--- src/rtl/compress_pkg.sv ---
// Shared types and sizing for the compression front end.
// Combinational definitions only: no latency, no flow control.
package compress_pkg;

  localparam int WORD_W        = 32;
  localparam int SYM_W         = 8;
  localparam int SYMS_PER_WORD = 4;
  localparam int IDX_W         = $clog2(SYMS_PER_WORD);

  localparam logic [IDX_W-1:0] LAST_IDX = IDX_W'(SYMS_PER_WORD - 1);

  typedef enum logic {
    ST_IDLE = 1'b0,
    ST_BUSY = 1'b1
  } seq_state_e;

endpackage

--- src/rtl/bit_parser.sv ---
// Splits a bitstream word into its bytes, byte k = bits [8k+7:8k].
// Purely combinational: zero latency, no backpressure.
module bit_parser
  import compress_pkg::*;
(
  input  logic [WORD_W-1:0]                  i_word,
  output logic [SYMS_PER_WORD-1:0][SYM_W-1:0] o_bytes
);

  always_comb begin
    o_bytes = '0;
    for (int k = 0; k < SYMS_PER_WORD; k++) begin
      o_bytes[k] = i_word[k*SYM_W +: SYM_W];
    end
  end

endmodule

--- src/rtl/symbol_sequencer.sv ---
// Issues each accepted 32-bit word as four 8-bit symbols, one per cycle; first symbol 1 cycle after accept.
// Downstream stalls hold the current symbol; in_ready is combinational on sym_ready for bubble-free streaming.
module symbol_sequencer
  import compress_pkg::*;
#(
  parameter bit MSB_FIRST = 1'b1,
  parameter int CNT_W     = 32
) (
  input  logic              clk,
  input  logic              rst_n,
  input  logic              in_valid,
  output logic              in_ready,
  input  logic [WORD_W-1:0] in_data,
  input  logic              in_last,
  output logic              sym_valid,
  input  logic              sym_ready,
  output logic [SYM_W-1:0]  sym_data,
  output logic              sym_last,
  output logic              frame_done,
  input  logic              clear,
  output logic [CNT_W-1:0]  word_count,
  output logic [CNT_W-1:0]  sym_count
);

  seq_state_e        r_state;
  logic [WORD_W-1:0] r_word;
  logic              r_last;
  logic [IDX_W-1:0]  r_idx;
  logic              r_sym_valid;
  logic [SYM_W-1:0]  r_sym_data;
  logic              r_sym_last;
  logic              r_frame_done;
  logic [CNT_W-1:0]  r_word_count;
  logic [CNT_W-1:0]  r_sym_count;

  logic              w_in_ready;
  logic              w_in_fire;
  logic              w_sym_fire;
  seq_state_e        w_nxt_state;
  logic [WORD_W-1:0] w_nxt_word;
  logic              w_nxt_last;
  logic [IDX_W-1:0]  w_nxt_idx;
  logic [IDX_W-1:0]  w_nxt_sel;
  logic [SYM_W-1:0]  w_nxt_byte;
  logic [SYMS_PER_WORD-1:0][SYM_W-1:0] w_bytes;

  // Held low through reset so nothing is accepted before the FSM is known.
  assign w_in_ready = rst_n & ((r_state == ST_IDLE) |
                               ((r_state == ST_BUSY) & (r_idx == LAST_IDX) & sym_ready));
  assign w_in_fire  = in_valid & w_in_ready;
  assign w_sym_fire = r_sym_valid & sym_ready;

  always_comb begin
    w_nxt_state = r_state;
    w_nxt_word  = r_word;
    w_nxt_last  = r_last;
    w_nxt_idx   = r_idx;
    if (w_in_fire) begin
      w_nxt_state = ST_BUSY;
      w_nxt_word  = in_data;
      w_nxt_last  = in_last;
      w_nxt_idx   = '0;
    end else if (w_sym_fire) begin
      if (r_idx == LAST_IDX) begin
        w_nxt_state = ST_IDLE;
      end else begin
        w_nxt_idx = r_idx + 1'b1;
      end
    end
  end

  // Parse the word that will be held next cycle so the symbol can be registered.
  bit_parser u_bit_parser (
    .i_word  (w_nxt_word),
    .o_bytes (w_bytes)
  );

  assign w_nxt_sel  = MSB_FIRST ? (LAST_IDX - w_nxt_idx) : w_nxt_idx;
  assign w_nxt_byte = w_bytes[w_nxt_sel];

  always_ff @(posedge clk or negedge rst_n) begin
    if (!rst_n) begin
      r_state      <= ST_IDLE;
      r_word       <= '0;
      r_last       <= 1'b0;
      r_idx        <= '0;
      r_sym_valid  <= 1'b0;
      r_sym_data   <= '0;
      r_sym_last   <= 1'b0;
      r_frame_done <= 1'b0;
    end else begin
      r_state      <= w_nxt_state;
      r_word       <= w_nxt_word;
      r_last       <= w_nxt_last;
      r_idx        <= w_nxt_idx;
      r_sym_valid  <= (w_nxt_state == ST_BUSY);
      if (w_nxt_state == ST_BUSY) begin
        r_sym_data <= w_nxt_byte;
      end
      r_sym_last   <= (w_nxt_state == ST_BUSY) & w_nxt_last & (w_nxt_idx == LAST_IDX);
      r_frame_done <= w_sym_fire & r_sym_last;
    end
  end

  always_ff @(posedge clk or negedge rst_n) begin
    if (!rst_n) begin
      r_word_count <= '0;
      r_sym_count  <= '0;
    end else if (clear) begin
      r_word_count <= '0;
      r_sym_count  <= '0;
    end else begin
      if (w_in_fire) begin
        r_word_count <= r_word_count + 1'b1;
      end
      if (w_sym_fire) begin
        r_sym_count <= r_sym_count + 1'b1;
      end
    end
  end

  assign in_ready   = w_in_ready;
  assign sym_valid  = r_sym_valid;
  assign sym_data   = r_sym_data;
  assign sym_last   = r_sym_last;
  assign frame_done = r_frame_done;
  assign word_count = r_word_count;
  assign sym_count  = r_sym_count;

endmodule
--- config.mk ---
export PLATFORM = sky130hd
export DESIGN_NAME = symbol_sequencer
export DESIGN_NICKNAME = d
export VERILOG_FILES = /design/src/rtl/compress_pkg.sv /design/src/rtl/bit_parser.sv /design/src/rtl/symbol_sequencer.sv
export SDC_FILE = /design/constraint.sdc
export NUM_CORES = 1
export LEC_CHECK = 0
export BUFFER_PORTS_ARGS = -buffer_cell sky130_fd_sc_hd__buf_2
export CAP_MARGIN = 20
export CORE_ASPECT_RATIO = 0.7
export CORE_UTILIZATION = 40
export DETAILED_ROUTE_END_ITERATION = 8
export GPL_ROUTABILITY_DRIVEN = 0
export PLACE_DENSITY = 0.66
export SLEW_MARGIN = 0
export SYNTH_ARGS = -nofsm -noshare
export SYNTH_HDL_FRONTEND = slang
export SYNTH_SLANG_ARGS = --single-unit
--- constraint.sdc ---
create_clock -name clk -period 1.7 [get_ports clk]
set_input_delay 0.17 -clock clk [delete_from_list [all_inputs] [get_ports clk]]
set_output_delay 0.17 -clock clk [all_outputs]
set_load 0.05 [all_outputs]
Yosys cells after proc, flatten, opt, wreduce, memory -nomap -nowiden
Cells that the tools add are included.

storage, ports and cells
  input bits = 38
  output and inout port bits = 76
  bits in read-only memories = 0
  memory bits (writable) = 0
  bits in registers = 110
  memories = 0
  latch bits = 0
  word-level logic and storage cells = 42

operators by class
  equality and inequality tests = 2
  div/mod/pow operators = 0
  shift-type cells = 0
  bitwise gates (word level) = 10
  $mul = 0
  add/subtract/negate cells = 4
  reductions and logical operators = 2
  order comparisons = 1
  mux-type cells = 14

operators by type and width
  operator                 number
  $mux W32                 5
  $add A32 B1 Y32 const B  2
  $bmux W8 S2              1
  $and A1 B1 Y1            8
  $mux W8                  1
  $mux W2                  3
  $eq A2 B2 Y1 const B     2
  $mux W1                  4
  $reduce_bool A2 Y1       2
  $lt A2 B3 Y1 const B     1
  $add A2 B1 Y2 const B    1
  $sub A2 B2 Y2 const A    1
  $not A1 Y1               1
  $or A1 B1 Y1             1

Depth between registers and ports, before layout
Gate-level depths: netlist of run 1.

  depth after elaboration = 10
  depth in mapped cells = 7
  gate-level depth less buffers = 5

Hierarchy
Synthesis of run 1 repeated with hierarchy kept, for this count alone.

unflattened totals
  cell total of the unflattened synthesis = 516
  area, all modules = 5401.4 µm²

by module, submodules not included
  module            instances  cells an instance  area each (µm²)  sequential area each (µm²)
  symbol_sequencer  1          484                5161.2           2752.6
  bit_parser        1          32                 240.2            0.0

Worst setup path before layout of run 1
Ideal clock, no wire load.

  path kind = register -> output
  from = reg, netlist name sym_valid
  to = out in_ready
  arrival = 2.309 ns
  setup slack = -0.779 ns
  stages on the path, launching flop included = 5
  buffers on the path = 3
  required time = 1.530 ns
  cells stage by stage = dfrtp_1 > buf_4 > clkbuf_1 > clkbuf_1 > a21boi_0

RTL lines
  element    line                    text
  to (decl)  symbol_sequencer.sv:12  output logic in_ready,

Worst setup path in the final report of run 1
  from = reg r_word_count[0] (netlist: word_count[0])
  to = reg r_word_count[24] (netlist: word_count[24])

between the ends
  cells in the longest elaborated chain, start to end = 3

ends and longest elaborated chain
  element                 line                     text
  from (decl)             symbol_sequencer.sv:33   logic [CNT_W-1:0] r_word_count;
  from (signal assigned)  symbol_sequencer.sv:114  r_word_count <= r_word_count + 1'b1;
  $add A32 B1 Y32         symbol_sequencer.sv:114
  $mux W32                symbol_sequencer.sv:113  if (w_in_fire) begin
  $mux W32                symbol_sequencer.sv:109  end else if (clear) begin

Every way passes these cells. The select of a mux whose other input is x is not followed.
A chain may end at the register's enable or synchronous reset.

==> results of run 1 <==
## routing by layer
metal  share of wire [%]  global-route usage, %  up-vias  wire, um
li1                    -                      -     2501         -
met3                 5.7                   6.12       20       953
met5                   0                      0        -         0
met2                  46                   32.8      146      7750
met4                 1.7                   6.80        0       280
met1                  46                   29.1     2724      7770
## layout make-up
type	count	area share, %
multi-input cells	402	37.8
flip-flops and latches	110	35.8
repair buffers	213	18.6
clock buffers	10	3.04
well taps	190	3.02
clock inverters	6	1.18
inverters	12	0.573
## power by group through the flow
stage	Combinational [mW]	Clock (mW)	Sequential, mW
after detailed placement	2.93	0	3.64
after global routing	3.44	2.49	3.66
after CTS	3.02	2.40	3.59
after global placement	2.84	0	3.61
final	3.21	2.36	3.61
after floorplan	1.61	0	3.94
## metrics by stage
step / area [um^2] / hold slack (ps)
after floorplan: 5960 / -126
after global placement: 7180 / 11.3
after detailed placement: 7180 / 15.3
after CTS: 7570 / 21.7
after global routing: 7870 / 31.0
final: 7870 / 34.2
## cell families (layout without fill, tap and decap cells)
logic type	after synthesis	count (layout)
simple gates	194	196
compound gates	141	141
flops	110	110
xor+xnor	15	15
buf+inv	53	241
mux	48	48
fa+ha+maj	2	2
## flip-flops by register name, indices dropped and copies added, names as in the netlist
signal      cells
frame_done      1
r_idx           2
r_last          1
r_word         32
sym_count      32
sym_data        8
sym_last        1
sym_valid       1
word_count     32
## timing repair
item	4_1_cts	5_1_grt
setup buffers	1	12
setup endpoints to repair	27	61
pin swaps	2	10
endpoints found under the hold margin	5	0
hold buffers	1	0
resized for setup	11	40
cloned	0	5
## layout by cell type, fill, tap and decap left out, types with 6 or more instances in the layout
cell / count
xor2_1: 8
and3_1: 6
nand3_1: 21
a21oi_1: 42
nand4_1: 10
inv_1: 12
o211ai_1: 6
xnor2_1: 7
or3_1: 9
dfrtp_1: 60
o31ai_1: 37
buf_4: 85
o311ai_1: 10
o21ai_0: 13
a21oi_2: 6
nor2b_1: 6
o21bai_1: 8
nor2_1: 31
nand3b_1: 13
or4_1: 33
clkbuf_16: 11
and4_4: 6
buf_2: 112
dfrtp_2: 50
buf_12: 7
nand2_1: 32
mux2i_1: 13
mux2_2: 34
## how the worst max path moves through the flow
stage | from | endpoint | slack (ps) | depth (start not counted)
floorplan | sym_count[10]$_DFFE_PN0P_ | sym_count[31]$_DFFE_PN0P_ | -140 | 6
global placement | r_idx[0]$_DFF_PN0_ | sym_data[6]$_DFFE_PN0P_ | -30 | 5
detailed placement | r_idx[0]$_DFF_PN0_ | sym_data[4]$_DFFE_PN0P_ | -150 | 5
CTS | word_count[11]$_DFFE_PN0P_ | word_count[30]$_DFFE_PN0P_ | -30 | 4
global route | word_count[0]$_DFFE_PN0P_ | word_count[24]$_DFFE_PN0P_ | -70 | 6
finish | word_count[0]$_DFFE_PN0P_ | word_count[24]$_DFFE_PN0P_ | -30 | 6
## worst register-to-register path: cells and delay by family, from the launching register on
kind	cells	cell delay (ps)
and+or+nand+nor	2	660
DFF	1	400
AOI/OAI and AO/OA	2	280
buffers and inverters	1	200
adders and majority gates	1	130
==> impl_metrics.json, run 1 <==
{
  "hold_viol_final": 0,
  "synth_top_family_by_area": "simple AND/OR/NAND/NOR gates",
  "grt_pass1_vias": 4870,
  "route.detailed.drc": 0,
  "rows": 36,
  "cts_tree": "built",
  "rr_worst_depth": 6,
  "drive_gt1_share_pct": 46.7,
  "grt_max_degree": 106,
  "hpwlAfterDp_mm": 11.0,
  "fin_skew_ps": 10.2,
  "grt_antenna_before_repair": 0,
  "synth-simple-area-share_pct": 20.2,
  "synth_fa_ha_area_share_pct": 0.435,
  "ant_nets": 0,
  "path_clk_slew_ps": 80,
  "syn_to_final_growth_pct": 36.8,
  "ir_worst_vdd_mv": 0.628,
  "path_class": "reg -> reg",
  "maxCapViolCount": 0,
  "ys_top_cells_by_area": "dfrtp_1 48%, mux2_2 6.9%, o31ai_1 4.8%, or4_1 4.8%, a21oi_1 4.3%",
  "stdcell_count": 943,
  "synth_compound_area_share_pct": 15.9,
  "register_area_um2": 2820,
  "hp-class": "in -> reg",
  "core_area_um2": 14000,
  "internal_power_mw": 5.95,
  "drt_first_iter_violations": 411,
  "cts_root_buf": "clkbuf_16",
  "synth_common_cells": "110 x dfrtp_1, 49 x a21oi_1, 37 x o31ai_1, 37 x or4_1, 35 x mux2_2",
  "synth_nets": 603,
  "tns_ps": -33.1,
  "critPathTopFamily": "simple AND/OR/NAND/NOR gates",
  "whs_path_depth": 2,
  "slew_headroom_pct": 58.0,
  "synthArstFlopShare_pct": 100,
  "die_area_um2": 14900,
  "track_usage_pct": 21.3,
  "clk_path_buf_depth": 2,
  "synth_edf_count": 0,
  "slew_violations": 0,
  "r2r-end": "word_count[24]$_DFFE_PN0P_",
  "io_pins": 114,
  "cts.sinks": 110,
  "multiInputGateArea_um2": 2980,
  "power_mw": 9.18,
  "tightest_slew_ps": 629,
  "arrival_ps": 2020,
  "netlist_area_um2": 5750,
  "end_kind": "flop",
  "required_ps": 2000,
  "syn_area_per_cell_um2": 10.2,
  "final.setup.worst_slack_ps": -25.3,
  "worstPathCellList": "ha_4 -> and4_1 -> o211ai_1 -> buf_4 -> or4_4 -> a21oi_2",
  "fmax_ghz": 0.580,
  "p_sw_mw": 3.23,
  "die_h_um": 102,
  "post-route-util_pct": 56.3,
  "cp_slowest_stage_delay_ps": 480,
  "dp.cells": 908,
  "gr-total-overflow": 0,
  "rsz0062_at_grt": "yes",
  "start_util_pct": 41.2,
  "startpoint_type": "flop",
  "grt_pass1_wl_mm": 25.0,
  "diodes": 0,
  "whs_endpoint": "r_word[3]$_DFF_PN0_",
  "synth_top_cell_by_area": "dfrtp_1",
  "combPwrFrac_pct": 35.0,
  "power_density_nw_per_um2": 1170,
  "avgViaCountPerCell": 5.72,
  "post_drt_wl_per_cell_um": 17.8,
  "cts_made_buffers": 9,
  "wirelength_mm": 16.8,
  "post-route-period-util_pct": 101,
  "post-place-ws_ps": -149,
  "yosysUniqueCellTypes": 45,
  "path_buf_inv": 1,
  "synth_cells": 563,
  "period_needed_ps": 1730,
  "worstSkewPairLatency_ps": 370,
  "yosysMostFrequentCell": "dfrtp_1",
  "synth_seq_cells": 110,
  "synth_xor_area_share_pct": 2.28,
  "p_leak_nw": 3.43,
  "ys_warn_count": 0,
  "htree_levels": 3,
  "vias": 5391,
  "rrSetupSlack_ps": -30,
  "outcome": "complete, but fails checks",
  "clkPwrFrac_pct": 25.7,
  "sw_frac_of_total_pct": 35.2,
  "reg2reg_from": "word_count[0]$_DFFE_PN0P_",
  "setup_viol": 2,
  "nNetsFinal": 788,
  "slowest_stage": "or4_4",
  "synth_top_cell_area_share_pct": 47.9,
  "violations": "negative setup slack",
  "first_pass_iters": 5,
  "synthFlopType": "dfrtp_1",
  "crit_fanout": 5,
  "die_w_um": 145,
  "min_from": "in_data[3]",
  "synthMuxAreaShare_pct": 9.12,
  "synth_seq_area_share_pct": 47.9,
  "sequentialPowerShare_pct": 39.3,
  "portBuffers": 113,
  "fillers": 1239
}
No activity file was read; power rests on OpenSTA's default activity.
==> inputs of run 2 (changes only) <==
--- a/config.mk
+++ b/config.mk
@@ -11,8 +11,7 @@
 export CORE_UTILIZATION = 40
 export DETAILED_ROUTE_END_ITERATION = 8
 export GPL_ROUTABILITY_DRIVEN = 0
-export PLACE_DENSITY = 0.66
-export SLEW_MARGIN = 0
+export SLEW_MARGIN = 20
 export SYNTH_ARGS = -nofsm -noshare
 export SYNTH_HDL_FRONTEND = slang
 export SYNTH_SLANG_ARGS = --single-unit
==> run 2 against run 1 <==
Total power is 5.0% lower. Cell count is 0.32% higher. Sequential share of layout area is 0.59 points lower. Largest cell class unchanged. Clock power is 13% lower. The run still ends with negative setup slack left. Count of clock-buffer cells in the layout stayed put.
==> impl_metrics.json, run 2 (synthesis gave the netlist of run 1 again) <==
{
  "die_h_um": 102,
  "path_buf_inv": 2,
  "startpoint_type": "flop",
  "nNetsFinal": 791,
  "grt_pass1_wl_mm": 25.4,
  "rows": 36,
  "slew_violations": 0,
  "rsz0062_at_grt": "yes",
  "final.setup.worst_slack_ps": -34.7,
  "gr-total-overflow": 0,
  "fillers": 1214,
  "path_class": "reg -> reg",
  "grt_pass1_vias": 4951,
  "hp-class": "in -> reg",
  "post_drt_wl_per_cell_um": 18.0,
  "slowest_stage": "dfrtp_2",
  "syn_to_final_growth_pct": 39.0,
  "slew_headroom_pct": 46.0,
  "path_clk_slew_ps": 80,
  "tns_ps": -157,
  "setup_viol": 9,
  "core_area_um2": 14000,
  "register_area_um2": 2810,
  "first_pass_iters": 5,
  "hpwlAfterDp_mm": 10.9,
  "worstPathCellList": "and4_4 -> nand4_1 -> buf_6 -> clkbuf_16 -> or4_4 -> a21oi_2",
  "ir_worst_vdd_mv": 0.546,
  "wirelength_mm": 17.0,
  "cts_made_buffers": 9,
  "final_common_cell": "buf_2",
  "crit_fanout": 6,
  "power_mw": 8.72,
  "outcome": "complete, but fails checks",
  "grt_max_degree": 105,
  "die_w_um": 145,
  "start_util_pct": 41.2,
  "drive_gt1_share_pct": 50.4,
  "grt_antenna_before_repair": 0,
  "critPathTopFamily": "simple AND/OR/NAND/NOR gates",
  "cts_tree": "built",
  "ant_nets": 0,
  "required_ps": 1990,
  "fin_skew_ps": 15.7,
  "cp_slowest_stage_delay_ps": 420,
  "post-route-period-util_pct": 102,
  "final_cell_mix": "111 x buf_2, 88 x buf_4, 61 x dfrtp_1",
  "clk_path_buf_depth": 2,
  "drt_first_iter_violations": 370,
  "track_usage_pct": 21.6,
  "fmax_ghz": 0.576,
  "die_area_um2": 14900,
  "route.detailed.drc": 0,
  "maxCapViolCount": 0,
  "cts_root_buf": "clkbuf_16",
  "tightest_slew_ps": 809,
  "htree_levels": 3,
  "avgViaCountPerCell": 5.67,
  "violations": "negative setup slack",
  "cts.sinks": 110,
  "multiInputGateArea_um2": 3150,
  "period_needed_ps": 1730,
  "power_density_nw_per_um2": 1090,
  "io_pins": 114,
  "end_kind": "flop",
  "worstSkewPairLatency_ps": 360,
  "hold_viol_final": 0,
  "vias": 5365,
  "portBuffers": 113,
  "arrival_ps": 2020,
  "p_leak_nw": 3.46,
  "diodes": 0
}
run 2: routing by layer:
metal	up-vias	routed length (um)	global-route usage (%)
met1	2681	8090	30.6
met3	11	897	4.55
met2	144	7850	33.5
met5	-	0	0
li1	2529	-	-
met4	0	165	5.91
run 2: what timing repair did:
action,CTS,global route
pin swaps,2,15
gates resized for setup,10,75
buffers inserted,2,10
hold buffers,3,0
setup endpoints to repair,22,52
endpoints found under the hold margin,6,0
gates cloned,0,8
run 2: where the power goes:
group	switching [mW]	internal (mW)
logic	1.76	1.35
registers	0.375	3.18
clock network	1.02	1.04
total	3.15	5.57
run 2: worst paths after layout:
check                                      from                         end  slack (ps)  cells past startpoint
min reg2reg                r_word[29]$_DFF_PN0_        r_word[29]$_DFF_PN0_         500                      1
max                         sym_valid$_DFF_PN0_   sym_count[23]$_DFFE_PN0P_         -30                      6
max in group asynchronous                 rst_n  word_count[21]$_DFFE_PN0P_         590                      3
min                                 in_data[19]        r_word[19]$_DFF_PN0_          40                      2
min in group asynchronous                 rst_n   word_count[1]$_DFFE_PN0P_         250                      2
max reg2reg                 sym_valid$_DFF_PN0_   sym_count[23]$_DFFE_PN0P_         -30                      6
run 2: area by class of cell:
class	count	area share [%]
Clock buffer	10	2.99
Multi-Input combinational cell	404	39.4
Sequential cell	110	35.2
Timing Repair Buffer	214	18.3
Inverter	12	0.564
Tap cell	190	2.97
Clock inverter	6	0.532
run 2: metrics by stage:
stage / hold slack [ps] / setup slack, ps / utilization [%] / instances / area (um^2)
2_1_floorplan: -126 / -143 / - / 563 / 5960
4_1_cts: 23.1 / -26.4 / 53.9 / 928 / 7520
3_3_place_gp: 9.65 / -14.6 / 51.4 / 907 / 7170
3_5_place_dp: 11.4 / -131 / 51.4 / 907 / 7170
5_1_grt: 39.1 / -81.7 / 57.2 / 946 / 7990
6_report: 40.8 / -34.7 / 57.2 / 946 / 7990
==> inputs of run 3 (changes only) <==
--- a/config.mk
+++ b/config.mk
@@ -8,9 +8,11 @@
 export BUFFER_PORTS_ARGS = -buffer_cell sky130_fd_sc_hd__buf_2
 export CAP_MARGIN = 20
 export CORE_ASPECT_RATIO = 0.7
-export CORE_UTILIZATION = 40
+export CORE_MARGIN = 2
+export CORE_UTILIZATION = 50
 export DETAILED_ROUTE_END_ITERATION = 8
 export GPL_ROUTABILITY_DRIVEN = 0
+export PLACE_DENSITY = 0.76
 export SLEW_MARGIN = 20
 export SYNTH_ARGS = -nofsm -noshare
 export SYNTH_HDL_FRONTEND = slang
==> run 3 against run 2 <==
The run still ends with negative setup slack left. Clock power fell by 6%. Die area fell by 17%. Core utilization rose by 12 points. First-iteration DRC count rose by 28%. Setup slack improved by 25 ps. Via count rose by 2.2%. Maximum frequency rose by 1.5%. Flip-flop and latch count did not move. Worst hold slack improved by 6.7 ps. Routed wire length fell by 2.6%. Critical path type unchanged. Critical endpoint is now sym_count[11]$_DFFE_PN0P_. Highest routed layer unchanged.
==> impl_metrics.json, run 3 (synthesis gave the netlist of run 1 again) <==
{
  "slew_headroom_pct": 33.9,
  "slew_violations": 0,
  "track_usage_pct": 26.0,
  "hold_viol_final": 0,
  "vias": 5485,
  "period_needed_ps": 1710,
  "gr-total-overflow": 0,
  "grt_pass1_vias": 5268,
  "critPathTopFamily": "simple AND/OR/NAND/NOR gates",
  "required_ps": 1970,
  "worstSkewPairLatency_ps": 350,
  "grt_antenna_before_repair": 0,
  "path_clk_slew_ps": 70,
  "tightest_slew_ps": 991,
  "post_drt_wl_per_cell_um": 18.3,
  "final_area_um2": 7730,
  "start_util_pct": 51.7,
  "hpwlAfterDp_mm": 10.8,
  "ant_nets": 0,
  "grt_max_degree": 77,
  "ir_worst_vdd_mv": 0.944,
  "p_leak_nw": 3.36,
  "route.detailed.drc": 0,
  "rows": 32,
  "diodes": 0,
  "tns_ps": -9.35,
  "fin_skew_ps": 7.58,
  "outcome": "complete, but fails checks",
  "end_kind": "flop",
  "stdcell_count": 903,
  "path_buf_inv": 1,
  "die_h_um": 93.7,
  "worstPathCellList": "and4_4 -> nand4_1 -> buf_12 -> or4_4 -> a21oi_2",
  "avgViaCountPerCell": 6.07,
  "path_class": "reg -> reg",
  "final_cell_mix": "111 x buf_2, 83 x buf_4, 61 x dfrtp_1",
  "fillers": 864,
  "violations": "negative setup slack",
  "slowest_stage": "dfrtp_2",
  "drive_gt1_share_pct": 46.7,
  "cts_tree": "built",
  "first_pass_iters": 5,
  "cts_root_buf": "clkbuf_16",
  "drt_first_iter_violations": 472,
  "die_area_um2": 12400,
  "io_pins": 114,
  "cts.sinks": 110,
  "cp_slowest_stage_delay_ps": 420,
  "fmax_ghz": 0.585,
  "portBuffers": 113,
  "core_area_um2": 11100,
  "setup_viol": 1,
  "grt_pass1_wl_mm": 25.8,
  "dp.cells": 868,
  "maxCapViolCount": 0,
  "power_density_nw_per_um2": 1140,
  "die_w_um": 132,
  "syn_to_final_growth_pct": 34.4,
  "post-route-period-util_pct": 101,
  "startpoint_type": "flop",
  "crit_fanout": 22,
  "htree_levels": 3,
  "placed_area_um2": 7110,
  "nNetsFinal": 785,
  "hp-class": "in -> reg",
  "cts_made_buffers": 9,
  "final_common_cell": "buf_2",
  "final.setup.worst_slack_ps": -9.35,
  "arrival_ps": 1980,
  "wirelength_mm": 16.6,
  "clk_path_buf_depth": 2,
  "rsz0062_at_grt": "yes"
}
==> run 3: what timing repair did <==
item,CTS,global route
buffers inserted,2,9
pin swaps,4,9
hold buffers,2,0
endpoints found under the setup margin,22,57
resized for setup,11,44
gates cloned,1,5
endpoints found under the hold margin,34,0
==> run 3: path summary, 6_finish.rpt <==
kind,start,end,slack (ps),cells past startpoint
min reg2reg,sym_data[3]$_DFFE_PN0P_,sym_data[3]$_DFFE_PN0P_,500,2
max,sym_valid$_DFF_PN0_,sym_count[11]$_DFFE_PN0P_,-9,5
max in group asynchronous,rst_n,sym_count[15]$_DFFE_PN0P_,820,2
max reg2reg,sym_valid$_DFF_PN0_,sym_count[11]$_DFFE_PN0P_,-9,5
min in group asynchronous,rst_n,r_word[18]$_DFF_PN0_,140,2
min,in_data[20],r_word[20]$_DFF_PN0_,50,2
==> run 3: cell type report <==
class | count | area, um^2 | share of cell area [%]
repair buffers | 207 | 1390 | 18.0
repair inverters | 1 | 5.00 | 0.0648
inverters | 12 | 48.8 | 0.631
flip-flops and latches | 110 | 2810 | 36.4
well taps | 153 | 191 | 2.48
clock buffers | 12 | 236 | 3.06
multi-input cells | 404 | 3010 | 39.0
clock inverters | 4 | 25.0 | 0.324
==> run 3: per-layer routing <==
layer	wire [um]	vias up	track usage, %	part of all wire [%]
met4	308	0	7.62	1.9
met3	1010	28	4.85	6.1
met1	7480	2729	35.5	45
met2	7780	215	42.9	47
met5	0	-	0	0
li1	-	2513	-	-
==> run 3: power breakdown <==
| part | internal [mW] | switching (mW) | total, mW |
|---|---|---|---|
| clock | 0.993 | 0.949 | 1.94 |
| combinational | 1.45 | 1.83 | 3.28 |
| sequential | 3.18 | 0.395 | 3.58 |
| total | 5.62 | 3.17 | 8.80 |
==> run 3: through the flow <==
step	setup slack [ps]	hold slack [ps]	total power, mW	utilization (%)
2_1_floorplan	-143	-126	5.55	-
3_3_place_gp	-47.2	320	6.43	63.9
3_5_place_dp	-221	322	6.58	63.9
4_1_cts	-28.5	37.9	8.61	67.1
5_1_grt	-72.7	44.4	9.22	69.4
6_report	-9.35	47.5	8.80	69.4
